$ cat src/rtl/id_ex_pipe_reg_if.sv
// ID/EX bundle: control from ctrl, decode results from ID,
// registered copies to EX plus feedback and bubble statistics.
interface id_ex_pipe_reg_if #(
    parameter int DATA_W     = 32,
    parameter int REG_ADDR_W = 5,
    parameter int ALUOP_W    = 8,
    parameter int ALUSEL_W   = 3,
    parameter int EXC_W      = 32,
    parameter int CNT_W      = 16
);
    logic                  stall_id;
    logic                  stall_ex;
    logic                  flush;
    logic                  cnt_clr;

    logic [ALUOP_W-1:0]    id_aluop;
    logic [ALUSEL_W-1:0]   id_alusel;
    logic [DATA_W-1:0]     id_reg1;
    logic [DATA_W-1:0]     id_reg2;
    logic [REG_ADDR_W-1:0] id_wd;
    logic                  id_wreg;
    logic [DATA_W-1:0]     id_link_address;
    logic                  id_is_in_delayslot;
    logic                  next_inst_in_delayslot_i;
    logic [DATA_W-1:0]     id_inst;
    logic [DATA_W-1:0]     id_pc;
    logic [EXC_W-1:0]      id_excepttype;

    logic [ALUOP_W-1:0]    ex_aluop;
    logic [ALUSEL_W-1:0]   ex_alusel;
    logic [DATA_W-1:0]     ex_reg1;
    logic [DATA_W-1:0]     ex_reg2;
    logic [REG_ADDR_W-1:0] ex_wd;
    logic                  ex_wreg;
    logic [DATA_W-1:0]     ex_link_address;
    logic                  ex_is_in_delayslot;
    logic [DATA_W-1:0]     ex_inst;
    logic [DATA_W-1:0]     ex_pc;
    logic [EXC_W-1:0]      ex_excepttype;
    logic                  ex_valid;
    logic                  is_in_delayslot_o;
    logic [CNT_W-1:0]      bubble_cnt;

    modport master (
        output stall_id, stall_ex, flush, cnt_clr,
        output id_aluop, id_alusel, id_reg1, id_reg2, id_wd, id_wreg,
        output id_link_address, id_is_in_delayslot,
        output next_inst_in_delayslot_i, id_inst, id_pc, id_excepttype,
        input  ex_aluop, ex_alusel, ex_reg1, ex_reg2, ex_wd, ex_wreg,
        input  ex_link_address, ex_is_in_delayslot, ex_inst, ex_pc,
        input  ex_excepttype, ex_valid, is_in_delayslot_o, bubble_cnt
    );

    modport slave (
        input  stall_id, stall_ex, flush, cnt_clr,
        input  id_aluop, id_alusel, id_reg1, id_reg2, id_wd, id_wreg,
        input  id_link_address, id_is_in_delayslot,
        input  next_inst_in_delayslot_i, id_inst, id_pc, id_excepttype,
        output ex_aluop, ex_alusel, ex_reg1, ex_reg2, ex_wd, ex_wreg,
        output ex_link_address, ex_is_in_delayslot, ex_inst, ex_pc,
        output ex_excepttype, ex_valid, is_in_delayslot_o, bubble_cnt
    );
endinterface

$ cat src/rtl/id_ex_pipe_reg.sv
// ID/EX pipeline register with stall hold, bubble insertion, flush,
// valid bit, delay-slot feedback and a saturating stall-bubble counter.
module id_ex_pipe_reg #(
    parameter int DATA_W     = 32,
    parameter int REG_ADDR_W = 5,
    parameter int ALUOP_W    = 8,
    parameter int ALUSEL_W   = 3,
    parameter int EXC_W      = 32,
    parameter int CNT_W      = 16
) (
    input logic              clk,
    input logic              rst,
    id_ex_pipe_reg_if.slave  bus
);
    typedef struct packed {
        logic [ALUOP_W-1:0]    aluop;
        logic [ALUSEL_W-1:0]   alusel;
        logic [DATA_W-1:0]     reg1;
        logic [DATA_W-1:0]     reg2;
        logic [REG_ADDR_W-1:0] wd;
        logic                  wreg;
        logic [DATA_W-1:0]     link;
        logic                  dly;
        logic [DATA_W-1:0]     inst;
        logic [DATA_W-1:0]     pc;
        logic [EXC_W-1:0]      exc;
        logic                  valid;
    } ex_t;

    localparam logic [CNT_W-1:0] CNT_MAX = {CNT_W{1'b1}};
    localparam logic [CNT_W-1:0] CNT_ONE = {{(CNT_W-1){1'b0}}, 1'b1};

    ex_t             ex_q, ex_d, id_pkt;
    logic            dly_q, dly_d;
    logic [CNT_W-1:0] cnt_q, cnt_d;
    logic            do_flush, do_hold, do_bubble, do_adv;

    assign do_flush  = bus.flush;
    assign do_hold   = !bus.flush && bus.stall_ex;
    assign do_bubble = !bus.flush && !bus.stall_ex && bus.stall_id;
    assign do_adv    = !bus.flush && !bus.stall_ex && !bus.stall_id;

    always_comb begin
        id_pkt        = '0;
        id_pkt.aluop  = bus.id_aluop;
        id_pkt.alusel = bus.id_alusel;
        id_pkt.reg1   = bus.id_reg1;
        id_pkt.reg2   = bus.id_reg2;
        id_pkt.wd     = bus.id_wd;
        id_pkt.wreg   = bus.id_wreg;
        id_pkt.link   = bus.id_link_address;
        id_pkt.dly    = bus.id_is_in_delayslot;
        id_pkt.inst   = bus.id_inst;
        id_pkt.pc     = bus.id_pc;
        id_pkt.exc    = bus.id_excepttype;
        id_pkt.valid  = 1'b1;
    end

    // NOP codes are all zero, so a bubble is simply an all-zero packet
    always_comb begin
        ex_d  = ex_q;
        dly_d = dly_q;
        cnt_d = cnt_q;
        unique case (1'b1)
            do_flush: begin
                ex_d  = '0;
                dly_d = 1'b0;
            end
            do_hold: begin
                ex_d  = ex_q;
            end
            do_bubble: begin
                ex_d  = '0;
                if (cnt_q != CNT_MAX) cnt_d = cnt_q + CNT_ONE;
            end
            do_adv: begin
                ex_d  = id_pkt;
                dly_d = bus.next_inst_in_delayslot_i;
            end
            default: ;
        endcase
        if (bus.cnt_clr) cnt_d = '0;
    end

    always_ff @(posedge clk or negedge rst) begin
        if (!rst) begin
            ex_q  <= '0;
            dly_q <= 1'b0;
            cnt_q <= '0;
        end else begin
            ex_q  <= ex_d;
            dly_q <= dly_d;
            cnt_q <= cnt_d;
        end
    end

    assign bus.ex_aluop           = ex_q.aluop;
    assign bus.ex_alusel          = ex_q.alusel;
    assign bus.ex_reg1            = ex_q.reg1;
    assign bus.ex_reg2            = ex_q.reg2;
    assign bus.ex_wd              = ex_q.wd;
    assign bus.ex_wreg            = ex_q.wreg;
    assign bus.ex_link_address    = ex_q.link;
    assign bus.ex_is_in_delayslot = ex_q.dly;
    assign bus.ex_inst            = ex_q.inst;
    assign bus.ex_pc              = ex_q.pc;
    assign bus.ex_excepttype      = ex_q.exc;
    assign bus.ex_valid           = ex_q.valid;
    assign bus.is_in_delayslot_o  = dly_q;
    assign bus.bubble_cnt         = cnt_q;
endmodule

$ cat src/flat_wrapper.sv
// flat-port wrapper written by rule: the top's interface ports become plain ports
module id_ex_pipe_reg_flat 
#(
    parameter int DATA_W     = 32,
    parameter int REG_ADDR_W = 5,
    parameter int ALUOP_W    = 8,
    parameter int ALUSEL_W   = 3,
    parameter int EXC_W      = 32,
    parameter int CNT_W      = 16
)
  (clk, rst, bus_stall_id, bus_stall_ex, bus_flush, bus_cnt_clr, bus_id_aluop, bus_id_alusel, bus_id_reg1, bus_id_reg2, bus_id_wd, bus_id_wreg, bus_id_link_address, bus_id_is_in_delayslot, bus_next_inst_in_delayslot_i, bus_id_inst, bus_id_pc, bus_id_excepttype, bus_ex_aluop, bus_ex_alusel, bus_ex_reg1, bus_ex_reg2, bus_ex_wd, bus_ex_wreg, bus_ex_link_address, bus_ex_is_in_delayslot, bus_ex_inst, bus_ex_pc, bus_ex_excepttype, bus_ex_valid, bus_is_in_delayslot_o, bus_bubble_cnt);
  id_ex_pipe_reg_if #(.DATA_W(DATA_W), .REG_ADDR_W(REG_ADDR_W), .ALUOP_W(ALUOP_W), .ALUSEL_W(ALUSEL_W), .EXC_W(EXC_W), .CNT_W(CNT_W)) bus_i ();
  input logic clk;
  input logic rst;
  input wire logic [$bits(bus_i.stall_id)-1:0] bus_stall_id;
  input wire logic [$bits(bus_i.stall_ex)-1:0] bus_stall_ex;
  input wire logic [$bits(bus_i.flush)-1:0] bus_flush;
  input wire logic [$bits(bus_i.cnt_clr)-1:0] bus_cnt_clr;
  input wire logic [$bits(bus_i.id_aluop)-1:0] bus_id_aluop;
  input wire logic [$bits(bus_i.id_alusel)-1:0] bus_id_alusel;
  input wire logic [$bits(bus_i.id_reg1)-1:0] bus_id_reg1;
  input wire logic [$bits(bus_i.id_reg2)-1:0] bus_id_reg2;
  input wire logic [$bits(bus_i.id_wd)-1:0] bus_id_wd;
  input wire logic [$bits(bus_i.id_wreg)-1:0] bus_id_wreg;
  input wire logic [$bits(bus_i.id_link_address)-1:0] bus_id_link_address;
  input wire logic [$bits(bus_i.id_is_in_delayslot)-1:0] bus_id_is_in_delayslot;
  input wire logic [$bits(bus_i.next_inst_in_delayslot_i)-1:0] bus_next_inst_in_delayslot_i;
  input wire logic [$bits(bus_i.id_inst)-1:0] bus_id_inst;
  input wire logic [$bits(bus_i.id_pc)-1:0] bus_id_pc;
  input wire logic [$bits(bus_i.id_excepttype)-1:0] bus_id_excepttype;
  output wire logic [$bits(bus_i.ex_aluop)-1:0] bus_ex_aluop;
  output wire logic [$bits(bus_i.ex_alusel)-1:0] bus_ex_alusel;
  output wire logic [$bits(bus_i.ex_reg1)-1:0] bus_ex_reg1;
  output wire logic [$bits(bus_i.ex_reg2)-1:0] bus_ex_reg2;
  output wire logic [$bits(bus_i.ex_wd)-1:0] bus_ex_wd;
  output wire logic [$bits(bus_i.ex_wreg)-1:0] bus_ex_wreg;
  output wire logic [$bits(bus_i.ex_link_address)-1:0] bus_ex_link_address;
  output wire logic [$bits(bus_i.ex_is_in_delayslot)-1:0] bus_ex_is_in_delayslot;
  output wire logic [$bits(bus_i.ex_inst)-1:0] bus_ex_inst;
  output wire logic [$bits(bus_i.ex_pc)-1:0] bus_ex_pc;
  output wire logic [$bits(bus_i.ex_excepttype)-1:0] bus_ex_excepttype;
  output wire logic [$bits(bus_i.ex_valid)-1:0] bus_ex_valid;
  output wire logic [$bits(bus_i.is_in_delayslot_o)-1:0] bus_is_in_delayslot_o;
  output wire logic [$bits(bus_i.bubble_cnt)-1:0] bus_bubble_cnt;
  assign bus_i.stall_id = bus_stall_id;
  assign bus_i.stall_ex = bus_stall_ex;
  assign bus_i.flush = bus_flush;
  assign bus_i.cnt_clr = bus_cnt_clr;
  assign bus_i.id_aluop = bus_id_aluop;
  assign bus_i.id_alusel = bus_id_alusel;
  assign bus_i.id_reg1 = bus_id_reg1;
  assign bus_i.id_reg2 = bus_id_reg2;
  assign bus_i.id_wd = bus_id_wd;
  assign bus_i.id_wreg = bus_id_wreg;
  assign bus_i.id_link_address = bus_id_link_address;
  assign bus_i.id_is_in_delayslot = bus_id_is_in_delayslot;
  assign bus_i.next_inst_in_delayslot_i = bus_next_inst_in_delayslot_i;
  assign bus_i.id_inst = bus_id_inst;
  assign bus_i.id_pc = bus_id_pc;
  assign bus_i.id_excepttype = bus_id_excepttype;
  assign bus_ex_aluop = bus_i.ex_aluop;
  assign bus_ex_alusel = bus_i.ex_alusel;
  assign bus_ex_reg1 = bus_i.ex_reg1;
  assign bus_ex_reg2 = bus_i.ex_reg2;
  assign bus_ex_wd = bus_i.ex_wd;
  assign bus_ex_wreg = bus_i.ex_wreg;
  assign bus_ex_link_address = bus_i.ex_link_address;
  assign bus_ex_is_in_delayslot = bus_i.ex_is_in_delayslot;
  assign bus_ex_inst = bus_i.ex_inst;
  assign bus_ex_pc = bus_i.ex_pc;
  assign bus_ex_excepttype = bus_i.ex_excepttype;
  assign bus_ex_valid = bus_i.ex_valid;
  assign bus_is_in_delayslot_o = bus_i.is_in_delayslot_o;
  assign bus_bubble_cnt = bus_i.bubble_cnt;
  id_ex_pipe_reg #(.DATA_W(DATA_W), .REG_ADDR_W(REG_ADDR_W), .ALUOP_W(ALUOP_W), .ALUSEL_W(ALUSEL_W), .EXC_W(EXC_W), .CNT_W(CNT_W)) u_core (.clk(clk), .rst(rst), .bus(bus_i));
endmodule
$ cat config.mk
export PLATFORM = sky130hd
export DESIGN_NAME = id_ex_pipe_reg_flat
export DESIGN_NICKNAME = d
export VERILOG_FILES = /design/src/rtl/id_ex_pipe_reg_if.sv /design/src/rtl/id_ex_pipe_reg.sv /design/src/flat_wrapper.sv
export SDC_FILE = /design/constraint.sdc
export NUM_CORES = 1
export LEC_CHECK = 0
export CAP_MARGIN = 10
export CORE_AREA = 2 2 172 174
export CTS_CLUSTER_SIZE = 10
export DETAILED_ROUTE_END_ITERATION = 10
export DIE_AREA = 0 0 174 176
export SETUP_SLACK_MARGIN = 0.05
export SLEW_MARGIN = 20
export SYNTH_ARGS = -nofsm -noshare
export SYNTH_HDL_FRONTEND = slang
export SYNTH_SLANG_ARGS = --single-unit
$ cat constraint.sdc
create_clock -name clk -period 3.4 [get_ports clk]
set_input_delay 0.68 -clock clk [delete_from_list [all_inputs] [get_ports clk]]
set_output_delay 0.68 -clock clk [all_outputs]
set_load 0.005 [all_outputs]
==> results_dict.tcl <==
set metrics [dict create \
    clkSinkCount 228 \
    hold_path.class "in -> async" \
    grt_usage_pct 17.7 \
    synth_ff_type "dfrtp_1" \
    cts.repair.resized 0 \
    first_pass_iters 4 \
    fill_cells 2576 \
    critPathKind "in -> reg" \
    first_global_vias 7248 \
    hold_viol 0 \
    synth_xor_area_share_pct 0.105 \
    finalPower_mw 6.10 \
    critPathCaptureType "flip-flop" \
    path_cells "clkdlybuf4s50_1 > nor3b_4 > nand4_2 > a2111oi_2 > mux2_1" \
    crit_fanout 9 \
    synth_mux_area_share_pct 0.135 \
    dp_hpwl_um 19700 \
    clk_path_buf_depth 3 \
    syn_nets 793 \
    synth.avg_cell_area_sq_um 14.5 \
    drt-initial-drc-count 313 \
    cts.htree.levels 1 \
    synth_top_family_by_area "compound AO/OA/AOI/OAI gates" \
    post-route-period-util_pct 66.1 \
    synthSimpleGateAreaFrac_pct 3.85 \
    yosysTopAreaCell "dfrtp_1" \
    ys_warn_count 0 \
    synth_common_cells "228 x dfrtp_1, 210 x a22o_1, 30 x clkbuf_1" \
    synthAdderAreaFrac_pct 0.150 \
    worst-slew-pin-transition_ps 778 \
    critPathLaunchType "input port" \
    max_freq_mhz 445 \
    slew_viol_final 0 \
    rsz0062_at_grt "no" \
    cp_slowest_cell "clkdlybuf4s50_1" \
    synthCells 575 \
    synth_area_sq_mm 0.00832 \
    synth_compound_area_share_pct 24.5 \
    syn2layout_area_growth_pct 67.9 \
    antenna_found_initial 0 \
    drv_cap 0 \
    cp.arrival_ps 2660 \
    ir_worst_vdd_mv 0.347 \
    cts_root_buf "clkbuf_16" \
    grt_max_degree 115 \
    post-place-cells 1367 \
    viasPerCell 4.80 \
    antennaDiodeCount 0 \
    synth.area.top_cells "dfrtp_1 69%, a22o_1 22%, clkbuf_1 1.4%" \
    status "complete, no violations" \
    async_flop_share_pct 100 \
    critical_path_required_ps 3810 \
    ant_nets 0 \
    ys_seq_elements 228 \
    die_h_um 176 \
    yosysTopAreaCellShare_pct 68.6 \
    clock_latency_ps 530 \
    dieArea_sq_mm 0.0306 \
    cp.buffers_inverters 1 \
    routed_wl_um 27800 \
    fin_skew_ps 5.01 \
    numPortBuffers 444 \
    post-cts-setup-buffers 0 \
    nets 1230 \
    gr-total-overflow 0 \
    cts_hold_buf 0 \
    yosysUniqueCellTypes 35 \
    ios 445 \
    vias 6712 \
    route.detailed.drc 0 \
    die_w_um 174 \
    drive_gt1_share_pct 5.22 \
    synth.most_common_cell "dfrtp_1" \
    power_density_mw_per_mm2 437 \
    synth_edf_count 0 \
    rows 62 \
    final_cells 1399 \
    cp_top_family "simple AND/OR/NAND/NOR gates" \
    routabilityCongestion 0.790 \
    min_period_ps 2250 \
    fp.coreArea_sq_mm 0.0285 \
    cts_made_buffers 27 \
    grt_pass1_wl_um 43100 \
    wl_per_cell_um 19.9 \
    setup_violations 0 \
    cts_tree "built" \
    cts.clk_slew.worst_paths_ps 50 \
    fin_tns_setup_ps 0 \
    start_util_pct 29.1 \
    critPathMaxStageDelay_ps 570 \
    relSlewSlack_pct 48.1 \
    synth_seq_area_share_pct 68.6 \
    p_leak_nw 6.10 \
]
-- placed cells by master, fill, tap and decap left out, drive strengths merged, types with 2 or more instances in the layout --
| cell type | Yosys | layout |
|---|---|---|
| a21oi | 12 | 12 |
| nor2b | 3 | 3 |
| and4 | 2 | 2 |
| inv | 3 | 5 |
| nor3 | 5 | 5 |
| clkbuf | 30 | 30 |
| clkdlybuf4s50 | 0 | 443 |
| nand4 | 5 | 5 |
| nand3 | 5 | 5 |
| or4 | 4 | 4 |
| nor2 | 4 | 4 |
| o21ai | 8 | 8 |
| o31ai | 5 | 5 |
| a22o | 210 | 210 |
| and3 | 2 | 2 |
| buf | 20 | 15 |
| and2 | 2 | 2 |
| dfrtp | 228 | 228 |
| nand2 | 8 | 8 |
| or3 | 7 | 7 |
-- per-stage QoR --
step           setup WS (ps)  hold slack (ps)  util, %  cell area, sq um
2_1_floorplan           1400              384        -              8320
3_3_place_gp             643              461     46.4             13200
3_5_place_dp             604              466     46.4             13200
4_1_cts                 1130              213     48.9             14000
5_1_grt                 1020              234     48.9             14000
6_report                1150              196     48.9             14000
-- path summary, 6_finish.rpt --
path,start,endpoint,slack (ps),cells after the start
worst max-delay path,bus_flush,u_core.bus.bubble_cnt[13],1150,5
worst min-delay path,rst,u_core.bus.ex_excepttype[26],200,1
worst max register to register,u_core.bus.bubble_cnt[0],u_core.bus.bubble_cnt[6],1390,5
worst min register to register,u_core.bus.ex_valid,u_core.bus.ex_valid,480,1
max in group asynchronous,rst,u_core.bus.ex_wd[3],2380,2
min in group clk,u_core.bus.ex_valid,u_core.bus.ex_valid,480,1
-- worst register-to-register path, stage by stage (launching register included) --
cell	delay (ps)
dfrtp_1	390
ha_1	230
nand4_1	240
nor4_4	680
o21ai_0	230
a21oi_1	160
-- sequential cells by signal, summed over array words and instances (netlist names) --
name / flops
u_core.bus.bubble_cnt: 16
u_core.bus.ex_aluop: 8
u_core.bus.ex_alusel: 3
u_core.bus.ex_excepttype: 32
u_core.bus.ex_inst: 32
u_core.bus.ex_is_in_delayslot: 1
u_core.bus.ex_link_address: 32
u_core.bus.ex_pc: 32
u_core.bus.ex_reg1: 32
u_core.bus.ex_reg2: 32
u_core.bus.ex_valid: 1
u_core.bus.ex_wd: 5
u_core.bus.ex_wreg: 1
u_core.bus.is_in_delayslot_o: 1
-- cells by family after synthesis --
kind of cell	after synthesis
AO/OA/AOI/OAI	241
XOR/XNOR	1
adder cells (fa/ha/maj)	1
buffers and inverters	53
flip-flops	228
multiplexers	1
AND/OR/NAND/NOR	50
-- layout make-up --
| type | count | area [sq um] | share of cell area [%] |
|---|---|---|---|
| inverters | 3 | 11.3 | 0.0806 |
| repair buffers | 458 | 4640 | 33.2 |
| clock inverters | 2 | 17.5 | 0.125 |
| clock buffers | 30 | 707 | 5.06 |
| multi-input cells | 294 | 2400 | 17.2 |
| flip-flops and latches | 228 | 5710 | 40.9 |
| well taps | 384 | 480 | 3.44 |
-- power by group --
group | switching (mW) | total, mW | internal (mW)
Sequential | 0.0561 | 2.87 | 2.81
Combinational | 0.259 | 0.722 | 0.463
Clock | 1.06 | 2.51 | 1.45
Total | 1.37 | 6.10 | 4.72
-- per-layer routing --
layer,track usage [%],up-vias,routed length [um]
li1,-,3085,-
met1,21.6,3292,11200
met2,30.1,296,13300
met3,6.70,39,2750
met4,3.96,0,497
met5,0,-,0
Power figures use the tool's default switching activity.
